File: src/rtl/mem_rd_streamer_pkg.sv
// mem_rd_streamer_pkg: shared state encoding and default widths/latency for the RAM streamers
package mem_rd_streamer_pkg;
  typedef enum logic [1:0] {IDLE, RUN, DRAIN, DONE} state_t;
  localparam int DEF_AW = 16;
  localparam int DEF_DW = 32;
  localparam int DEF_CW = 16;
  localparam int DEF_RD_LATENCY = 2;
endpackage

File: src/rtl/mem_rd_streamer_rd_valid_pipe.sv
// mem_rd_streamer_rd_valid_pipe: LAT-deep valid shift register tracking outstanding RAM reads
module mem_rd_streamer_rd_valid_pipe #(
  parameter int LAT = 2
) (
  input  logic clk,
  input  logic rst,
  input  logic issue,
  output logic tail,
  output logic any_valid
);
  logic [LAT-1:0] q;
  logic [LAT:0] sh;
  assign sh = {q, issue};
  assign tail = q[LAT-1];
  assign any_valid = |q;
  always_ff @(posedge clk)
    if (rst) q <= '0;
    else q <= sh[LAT-1:0];
endmodule

File: src/rtl/mem_rd_streamer.sv
// mem_rd_streamer: streams DATA_SIZE RAM words into a FIFO; MEM_RD_STREAMER_BASE_ADDR_EN adds a base_addr input
module mem_rd_streamer
  import mem_rd_streamer_pkg::*;
#(
  parameter int AW = DEF_AW,
  parameter int DW = DEF_DW,
  parameter int CW = DEF_CW,
  parameter int DATA_SIZE = 256,
  parameter int RD_LATENCY = DEF_RD_LATENCY
) (
  input  logic          clk,
  input  logic          rst,
  input  logic          start,
  output logic          done,
  output logic          busy,
  output logic [AW-1:0] ram_addr,
  input  logic [DW-1:0] data_from_ram,
  output logic          fifo_push,
  output logic [DW-1:0] data_to_fifo,
  input  logic          fifo_almost_full
`ifdef MEM_RD_STREAMER_BASE_ADDR_EN
  ,
  input  logic [AW-1:0] base_addr
`endif
);
  localparam logic [CW-1:0] N = CW'(DATA_SIZE);
  localparam logic [CW-1:0] LAST = CW'(DATA_SIZE - 1);
  state_t state, state_nx;
  logic [CW-1:0] issue_cnt, push_cnt;
  logic [AW-1:0] start_addr;
  logic accept, issue, any_valid, last_push, drained;
`ifdef MEM_RD_STREAMER_BASE_ADDR_EN
  assign start_addr = base_addr;
`else
  assign start_addr = '0;
`endif
  assign accept = state == IDLE && start;
  assign issue = state == RUN && !fifo_almost_full && issue_cnt < N;
  assign last_push = fifo_push && push_cnt == LAST;
  assign drained = !any_valid && push_cnt == N;
  assign data_to_fifo = data_from_ram;
  assign busy = state == RUN || state == DRAIN;
  assign done = state == DONE;
  // Leave for DONE on the final push itself so done lands exactly one cycle after it
  always_comb begin
    state_nx = state;
    state_nx = state == IDLE  ? (start ? RUN : IDLE)
             : state == RUN   ? (issue_cnt == N ? (last_push ? DONE : DRAIN) : RUN)
             : state == DRAIN ? (last_push || drained ? DONE : DRAIN)
             : IDLE;
  end
  always_ff @(posedge clk)
    if (rst) begin
      state <= IDLE;
      ram_addr <= '0;
      issue_cnt <= '0;
      push_cnt <= '0;
    end else begin
      state <= state_nx;
      if (accept) begin
        ram_addr <= start_addr;
        issue_cnt <= '0;
        push_cnt <= '0;
      end else begin
        if (issue) begin
          ram_addr <= ram_addr + 1'b1;
          issue_cnt <= issue_cnt + 1'b1;
        end
        if (fifo_push) push_cnt <= push_cnt + 1'b1;
      end
    end
  mem_rd_streamer_rd_valid_pipe #(.LAT(RD_LATENCY)) u_pipe (
    .clk(clk),
    .rst(rst),
    .issue(issue),
    .tail(fifo_push),
    .any_valid(any_valid)
  );
endmodule

File: config.mk
export PLATFORM = sky130hd
export DESIGN_NAME = mem_rd_streamer
export DESIGN_NICKNAME = d
export VERILOG_FILES = /design/src/rtl/mem_rd_streamer_pkg.sv /design/src/rtl/mem_rd_streamer_rd_valid_pipe.sv /design/src/rtl/mem_rd_streamer.sv
export SDC_FILE = /design/constraint.sdc
export NUM_CORES = 1
export LEC_CHECK = 0
export CORE_ASPECT_RATIO = 2
export CORE_MARGIN = 2
export CORE_UTILIZATION = 49
export DETAILED_ROUTE_END_ITERATION = 7
export PLACE_DENSITY = 0.88
export RECOVER_POWER = 50
export SYNTH_ARGS = -nofsm -noshare
export SYNTH_HDL_FRONTEND = slang
export SYNTH_SLANG_ARGS = --single-unit
File: constraint.sdc
create_clock -name clk -period 3.5 [get_ports clk]
set_clock_uncertainty 0.2 [all_clocks]
set_input_delay 0.525 -clock clk [delete_from_list [all_inputs] [get_ports clk]]
set_output_delay 0.525 -clock clk [all_outputs]
set_load 0.005 [all_outputs]
==> results.ini <==
[power]
max-vdd-ir-drop_mv=0.2800
p_total_mw=0.9539
clkPwrFrac_pct=33.1
power.net_switching_mw=0.2080
seqPwrFrac_pct=62.6
internal_power_mw=0.7460
cellLeakagePower_nw=0.8973
p_per_area_mw_per_mm2=352.5
sw_frac_of_total_pct=21.80
p_comb_share_pct=4.3

[route]
antenna_left=0
vias=2005
dr.pass1.iters=4
via_per_inst=5.880
wirelength_um=4934
drc=0
drt-initial-drc-count=80
post_drt_wl_per_cell_um=14.47

[grt]
grt_pass1_wl_um=8507
antenna_found_initial=0
grt_usage_pct=17.77
overflow=0
grt_pass1_vias=1954
grt_max_degree=40

[clock_network]
ctsHoldBuffers=0
ctsLongestPathBuffers=2
insertion_delay_ps=300
ctsResizeCount=0
clockRootBuffer=clkbuf_8
cts_num_sinks=52
h-tree-depth=2
cts_tree=done
post_cts_buffers=0
clkTransAtPathRegs_ps=90
numCtsBuffers=5

[die]
pin_count=87
initial_core_util_pct=50.94
fp-row-count=37
die_x_um=55.92
dieArea_mm2=0.006029
core_area_mm2=0.005185
die_height_um=107.8

[worst_setup_path]
cp_max_fo=39
cp_cell_sequence=dlygate4sd3_1, a21o_1, or4_1, nand2_1
critPathKind=primary input to flop
required_ps=3550
worst-path-buf-inv=1
rr_worst_depth=6
slowest_stage=or4_1
max_stage_delay_ps=670
critPathTopFamily=simple AND/OR/NAND/NOR gates
crit_cells=4
start_kind=primary input
crit_arrival_ps=2550
end_kind=flop

[place]
gp_congestion=0.7857
placed_area_mm2=0.002635
hpwl_um=3604
io_buffers=22

[timing]
setup_viol=0
fin_setup_tns_ps=0
fin_crit_sh_pct=71.60
relSlewSlack_pct=18.60
finalMaxSlewViolations=0
clock.fmax_mhz=399.0
finalCriticalPeriod_ps=2506
tightest_slew_ps=1221
whs_ps=272.2
rsz0062_at_grt=no
hold_viol_final=0

[yosys]
syn_avg_cell_area_um2=8.893
synthesis.area_mm2=0.002641
netlist-cell-type-count=45
yosysSeqAreaShare_pct=39.41
syn_nets=342
synth-seq-cells=52
syn-instance-count=297
ys_warn_count=0

[cells_and_area]
nFillCells=493
nets=328
area_growth_pct=2.463
num_antenna_cells=0
seqCellArea_mm2=0.001041
multi_input_area_mm2=0.001242
drive_gt1_share_pct=5.654
design_area_mm2=0.002706

[outcome]
status=completed

[worst_hold_path]
hold_class=flop to flop
hold_depth=1

[job]
cap_viol_max_count=0

==> final timing paths <==
kind	from	to	slack, ps
worst min register to register	u_pipe.q[0]$_SDFF_PP0_	u_pipe.q[1]$_SDFF_PP0_	270
worst min-delay path	u_pipe.q[0]$_SDFF_PP0_	u_pipe.q[1]$_SDFF_PP0_	270
worst max register to register	state[1]$_SDFF_PP0_	ram_addr[15]$_SDFFE_PP0P_	1110
worst max-delay path	rst	issue_cnt[7]$_SDFFE_PP0P_	990
==> sequential cells by signal, summed over array words and instances, names as in the netlist <==
name / cells
ram_addr: 16
state: 2
issue_cnt: 16
u_pipe.q: 2
push_cnt: 16
==> power by group through the flow <==
stage	sequential [mW]	combinational, mW	clock, mW
5_1_grt	0.598	0.0452	0.347
6_report	0.597	0.0410	0.316
4_1_cts	0.597	0.0421	0.325
3_5_place_dp	0.611	0.0418	0
3_3_place_gp	0.611	0.0402	0
2_1_floorplan	0.610	0.0577	0
==> cell usage after synthesis <==
| library cell | count | area share (%) |
|---|---|---|
| dfxtp_1 | 52 | 39 |
| buf_4 | 32 | 9.1 |
| nor2_1 | 22 | 3.1 |
| a21oi_1 | 19 | 3.6 |
| nand4_1 | 16 | 3.8 |
| inv_1 | 14 | 2.0 |
| o21ai_0 | 13 | 2.5 |
| or3_1 | 13 | 3.1 |
| nand2_1 | 11 | 1.6 |
| xor2_1 | 10 | 3.3 |
| and2_1 | 9 | 2.1 |
| ha_1 | 9 | 4.3 |
| nand3_1 | 8 | 1.5 |
| or4_1 | 7 | 2.0 |
| xnor2_1 | 7 | 2.3 |
| clkbuf_1 | 5 | 0.71 |
| mux2i_1 | 4 | 1.5 |
| nor4_1 | 4 | 0.95 |
| o31ai_1 | 4 | 1.1 |
| and4_1 | 3 | 0.99 |
| buf_2 | 3 | 0.57 |
| nor3_1 | 3 | 0.57 |
| and4_2 | 2 | 0.76 |
| nor2b_1 | 2 | 0.47 |
| o211ai_1 | 2 | 0.57 |
| o41ai_1 | 2 | 0.66 |
| or2_2 | 2 | 0.47 |
| or4b_2 | 2 | 0.76 |
| a21o_2 | 1 | 0.33 |
| a311oi_1 | 1 | 0.33 |
| and3_1 | 1 | 0.24 |
| and4bb_2 | 1 | 0.47 |
| buf_6 | 1 | 0.43 |
| clkbuf_2 | 1 | 0.19 |
| dlygate4sd1_1 | 1 | 0.33 |
| nand2b_1 | 1 | 0.24 |
| nand4b_1 | 1 | 0.33 |
| nor3_2 | 1 | 0.38 |
| nor3b_1 | 1 | 0.28 |
| nor3b_2 | 1 | 0.47 |
| nor4_4 | 1 | 0.81 |
| nor4bb_1 | 1 | 0.38 |
| o21a_1 | 1 | 0.28 |
| o21ba_2 | 1 | 0.38 |
| o311ai_0 | 1 | 0.33 |
==> kinds of logic (layout without fill, tap and decap cells) <==
logic type	Yosys count	in the layout	synth area share, %
xor gates and xnor gates	17	17	5.637
and+or+nand+nor	113	113	25.77
muxes	4	4	1.516
AOI/OAI and AO/OA	45	45	10.09
buffers and inverters	57	43	13.31
DFF	52	52	39.41
adders and majority gates	9	9	4.263
==> per-layer routing <==
| layer | global-route usage (%) | wire [um] |
|---|---|---|
| met1 | 17.18 | 1955 |
| met2 | 31.97 | 2474 |
| met3 | 3.486 | 245 |
| met4 | 14.12 | 259 |
| met5 | 0 | 0 |
==> cell usage in the layout, fill, tap and decap left out, types with 2 or more instances in the layout <==
cell              n
nand4_1          16
o211ai_1          2
and4_1            3
nand2_1          11
and2_0            4
o31ai_1           4
nor2b_1           2
nor3_1            3
a21oi_1          19
dlygate4sd3_1     6
xnor2_1           7
and4_2            2
xor2_1           10
or4_1             7
or2_2             2
inv_1            14
or3_1            13
nand3_1           8
or4b_2            2
o41ai_1           2
clkbuf_8          5
nor4_1            4
dfxtp_1          52
clkdlybuf4s50_1  16
ha_1              9
nor2_1           22
o21ai_0          13
and2_1            5
mux2i_1           4
nor3b_1           2
==> per-stage QoR <==
step	utilization (%)	std cells	setup slack, ps
final	52.20	341	993.9
after CTS	52.32	341	1063
after global placement	50.82	334	795.4
after detailed placement	50.82	334	751.6
after global routing	52.20	341	923.6
after floorplan	-	297	1537
==> layout make-up <==
type,instances,share of cell area (%)
clock buffers,6,2.681
repair buffers,22,8.137
multi-input cells,188,45.91
inverters,14,1.942
flip-flops and latches,52,38.47
well taps,58,2.681
clock inverters,1,0.1849
Power figures use the tool's default switching activity.
==> RTL edit 1, RTL diff (same settings) <==
`DEF_RD_LATENCY`: 2 -> 4.
--- a/src/rtl/mem_rd_streamer_pkg.sv
+++ b/src/rtl/mem_rd_streamer_pkg.sv
@@ -4,6 +4,6 @@
   localparam int DEF_AW = 16;
   localparam int DEF_DW = 32;
   localparam int DEF_CW = 16;
-  localparam int DEF_RD_LATENCY = 2;
+  localparam int DEF_RD_LATENCY = 4;
 endpackage
 
Check against the original RTL: not equivalent (Yosys sat finds a counterexample within 4 cycles, from zero or initial values and one cycle with rst high).
==> RTL edit 1 against the unedited design <==
  * Total power grew 14%
  * Sequential cell count increased by 2
  * Critical path depth is the same
  * Routed wire length is 5.3% higher
  * Design area increased by 4.9%
  * Synthesized area is 1.8% higher
  * Cell count grew 2.9%
  * Worst setup slack worse by 0.18 ns
  * Critical endpoint is now ram_addr[14]
  * Largest cell class unchanged
  * Highest routed layer unchanged
==> RTL edit 1: results <==
metrics = {
    "power": {
        "pwr-share-comb_pct": 4.2,
        "pg_seq_w": 0.000620,
        "power.leakage_nw": 0.952,
        "ir_worst_vdd_mv": 0.401,
        "intPower_w": 0.000849,
        "p_switching_w": 0.000242,
    },
    "cells_and_area": {
        "nFillCells": 487,
        "antennaDiodeCount": 0,
        "area_growth_pct": 5.68,
        "drive_gt1_share_pct": 5.15,
        "reg_top3": "issue_cnt x16, push_cnt x16, ram_addr x16",
    },
    "synthesis": {
        "ys_seq_area_share_pct": 40.2,
        "synthTopCellsByCount": "54 x dfxtp_1, 32 x buf_4, 27 x nor2_1, 19 x nand4_1, 17 x a21oi_1",
        "avgSynthCellArea_sq_um": 8.96,
        "synthesis.nets": 345,
        "synthArstFlopShare_pct": 0,
        "synthTopCellsByArea": "dfxtp_1 40%, buf_4 8.9%, xor2_1 4.9%",
        "yosysUniqueCellTypes": 41,
    },
    "critical_path": {
        "startpoint_type": "flop",
        "reg2reg_depth": 4,
        "cp_max_fo": 12,
        "crit_path_end": "ram_addr[14]",
        "cp_slowest_cell": "nor3_1",
        "slowest_delay_ns": 0.81,
        "critPathArrivalTime_ns": 2.76,
        "r2r_end": "ram_addr[14]",
        "reg2reg_slack_ns": 0.81,
        "timing.rr.start": "issue_cnt[15]",
    },
    "clock_tree": {
        "post_cts_buffers": 0,
        "insertion_delay_ns": 0.33,
        "path_clk_slew_ns": 0.10,
        "cts_buffer_depth": 2,
        "cts_made_buffers": 5,
        "clockRootBuffer": "clkbuf_8",
        "cts_htree_levels": 2,
    },
    "drt": {
        "avgViaCountPerCell": 5.86,
        "first_pass_iters": 4,
        "wl_um": 5200,
        "wl_per_cell_um": 14.8,
        "drt_iter0_drc": 67,
    },
    "global_route": {
        "grt_pass1_wl_um": 8800,
        "grt_start_max_net_pins": 24,
        "antenna_found_initial": 0,
        "grt_pass1_vias": 1986,
        "grt_usage_pct": 18.4,
    },
    "place": {
        "io_buffers": 22,
        "placed_cell_area_sq_um": 2730,
        "pre_cts_slack_ns": 0.797,
        "dp.cells": 343,
        "dp_hpwl_um": 3770,
        "place.gp.congestion": 0.814,
    },
    "timing": {
        "tns_ns": 0,
        "relSlewSlack_pct": 31.4,
        "fin_crit_ns": 2.69,
        "setup_viol_count_final": 0,
    },
    "min_path": {
        "hp-class": "flop to flop",
    },
    "outcome": {
        "status": "finished, final reports clean",
    },
}
[RTL edit 1: changes by cell type after synthesis, sizes merged, moves of 3 or more]
cell | unedited run | this run
and3 | 1 | 4
inv | 14 | 11
nand3 | 8 | 11
nand4 | 16 | 19
nor2 | 22 | 27
xor2 | 10 | 15
[RTL edit 1: worst min path at each step]
stage	startpoint	endpoint	slack (ns)	depth (start not counted)
after floorplan	u_pipe.q[2]	u_pipe.q[3]	0.24	1
after global placement	push_cnt[15]	push_cnt[15]	0.26	2
after detailed placement	u_pipe.q[1]	u_pipe.q[2]	0.26	1
after CTS	u_pipe.q[2]	u_pipe.q[3]	0.28	1
after global routing	u_pipe.q[0]	u_pipe.q[1]	0.30	1
final	issue_cnt[9]	issue_cnt[9]	0.28	1
[RTL edit 1: per-layer routing]
metal,track usage (%),part of all wire [%],vias up
met5,0,0,-
li1,-,-,1003
met2,32.9,54,69
met3,3.32,5.1,21
met4,15.1,4.6,0
met1,18.0,36,965
[RTL edit 1: worst reg2reg max path, delay by kind of cell (launching register included)]
kind / cells / cell delay, ns
simple gates: 3 / 1.95
flops: 1 / 0.33
compound gates: 1 / 0.15
[RTL edit 1: kinds of logic (layout without fill, tap and decap cells)]
logic type / count (synthesis) / count (layout) / share of synthesized area [%]
adders and majority gates: 9 / 9 / 4.19
muxes: 5 / 5 / 1.86
and+or+nand+nor: 122 / 122 / 27.1
AOI/OAI and AO/OA: 38 / 38 / 8.19
buffers and inverters: 52 / 43 / 11.9
DFF: 54 / 54 / 40.2
xor gates and xnor gates: 20 / 20 / 6.52
[RTL edit 1: cell type report]
cell class,count,share of cell area [%]
repair buffers,24,8.72
flip-flops and latches,54,38.1
multi-input cells,194,45.1
clock inverters,3,1.59
clock buffers,5,2.42
inverters,11,1.45
well taps,60,2.64
==> RTL edit 2, RTL diff (config.mk and constraints unchanged) <==
Without the edit above. Re-encode `state_t` (4 states) as one-hot, 4 bits wide.
--- a/src/rtl/mem_rd_streamer_pkg.sv
+++ b/src/rtl/mem_rd_streamer_pkg.sv
@@ -1,6 +1,6 @@
 // mem_rd_streamer_pkg: shared state encoding and default widths/latency for the RAM streamers
 package mem_rd_streamer_pkg;
-  typedef enum logic [1:0] {IDLE, RUN, DRAIN, DONE} state_t;
+  typedef enum logic [3:0] {IDLE = 4'b0001, RUN = 4'b0010, DRAIN = 4'b0100, DONE = 4'b1000} state_t;
   localparam int DEF_AW = 16;
   localparam int DEF_DW = 32;
   localparam int DEF_CW = 16;
Behaviour: same outputs for any inputs over 10 cycles, from zero or initial values and one cycle with rst high; not proved beyond that.
==> RTL edit 2 against the unedited design <==
  * Critical path depth stayed put
  * Fmax is 12% lower
  * Sequential cell count is 2 higher
  * Synthesized area is 6.1% higher
  * Design area is 8.9% higher
  * Total power is 28% higher
  * Routed wire length is 17% higher
  * Worst setup slack worse by 0.35 ns
  * Largest power group unchanged
==> RTL edit 2: results <==
metrics = {
    "power": {
        "clkPwrFrac_pct": 46.3,
        "ir_worst_vdd_mv": 0.617,
        "pwr-share-comb_pct": 2.9,
        "p_switching_w": 0.000255,
        "power.leakage_nw": 0.994,
    },
    "cells_and_area": {
        "buffer_area_share_pct": 7.72,
        "seq_cells": 54,
        "num-clock-buffers": 5,
        "multi_input_area_share_pct": 46.0,
        "clk_share_pct": 5.77,
        "nMultiInputCombCells": 215,
        "seq_area_sq_um": 1080,
        "nNonClkBuffers": 23,
        "n_all_inverters": 10,
    },
    "global_route": {
        "grt_pass1_vias": 2229,
        "grt_pass1_wl_um": 9860,
        "grt_start_max_net_pins": 35,
        "use_met2_pct": 30.4,
        "grt_usage_pct": 19.2,
        "gr-usage-met1_pct": 23.5,
    },
    "critical_path": {
        "critPathArrivalTime_ns": 2.86,
        "reg2reg_depth": 4,
        "crit_path_end": "issue_cnt[3]",
        "cp-startpoint": "state[2]",
        "cp_max_fo": 25,
    },
    "synthesis": {
        "ys_seq_area_share_pct": 38.6,
        "synthTopCellsByCount": "54 x dfxtp_1, 32 x buf_4, 25 x nand2_1, 24 x nor2_1, 22 x a21oi_1",
        "synthesis.nets": 366,
        "synthTopCellsByArea": "dfxtp_1 39%, buf_4 8.6%, or4_1 4.0%",
        "yosysUniqueCellTypes": 46,
    },
    "drt": {
        "wl_met2_um": 2930,
        "wl_met3_um": 300,
        "wl_met1_um": 2410,
        "via_count": 2306,
        "drt_iter0_drc": 103,
        "wl_um": 5750,
    },
    "clock_tree": {
        "clockRootBuffer": "clkbuf_16",
        "path_clk_slew_ns": 0.07,
    },
    "place": {
        "dp_hpwl_um": 4020,
        "io_buffers": 22,
        "place.gp.congestion": 0.839,
    },
    "timing": {
        "hold_slack_ns": 0.279,
        "tightest_slew_ns": 1.06,
    },
    "outcome": {
        "status": "finished, final reports clean",
    },
}
==> RTL edit 2: cell types whose count changed after synthesis, moves of 4 or more <==
cell / delta
or4_1: +8
or3_1: -8
o21ai_0: -4
ha_1: -4
clkbuf_1: +5
inv_1: -4
nand2_1: +14
nand3_1: +5
o31ai_1: +9
==> RTL edit 2: cell families after synthesis <==
family / synth area share, %
buffers and inverters: 12.8
multiplexers: 0.715
flip-flops: 38.6
adder cells (fa/ha/maj): 2.23
AO/OA/AOI/OAI: 12.0
XOR/XNOR: 4.69
AND/OR/NAND/NOR: 29.0
==> RTL edit 2: worst min-delay path by stage <==
stage | start | end | cells after the start
after floorplan | u_pipe.q[0] | u_pipe.q[1] | 1
after global placement | issue_cnt[10] | issue_cnt[10] | 1
after detailed placement | u_pipe.q[0] | u_pipe.q[1] | 1
after CTS | u_pipe.q[0] | u_pipe.q[1] | 1
after global routing | u_pipe.q[0] | u_pipe.q[1] | 1
final | u_pipe.q[0] | u_pipe.q[1] | 1
==> RTL edit 2: metrics by stage <==
| step | area [sq um] | utilization [%] | cells | setup WS (ns) | power, W |
|---|---|---|---|---|---|
| 6_report | 2950 | 52.5 | 371 | 0.648 | 0.00122 |
| 5_1_grt | 2950 | 52.5 | 371 | 0.393 | 0.00125 |
| 4_1_cts | 2950 | 52.6 | 371 | 0.842 | 0.00123 |
| 3_5_place_dp | 2780 | 49.6 | 363 | 0.774 | 0.000669 |
| 3_3_place_gp | 2780 | 49.6 | 363 | 0.858 | 0.000667 |
| 2_1_floorplan | 2800 | - | 325 | 1.37 | 0.000691 |
==> RTL edit 2: worst max-delay path, cell delays in order (launching register included) <==
cell,delay (ns)
dfxtp_1,0.39
nor4b_4,0.50
nand4_1,0.76
or4_1,0.74
a21oi_1,0.17
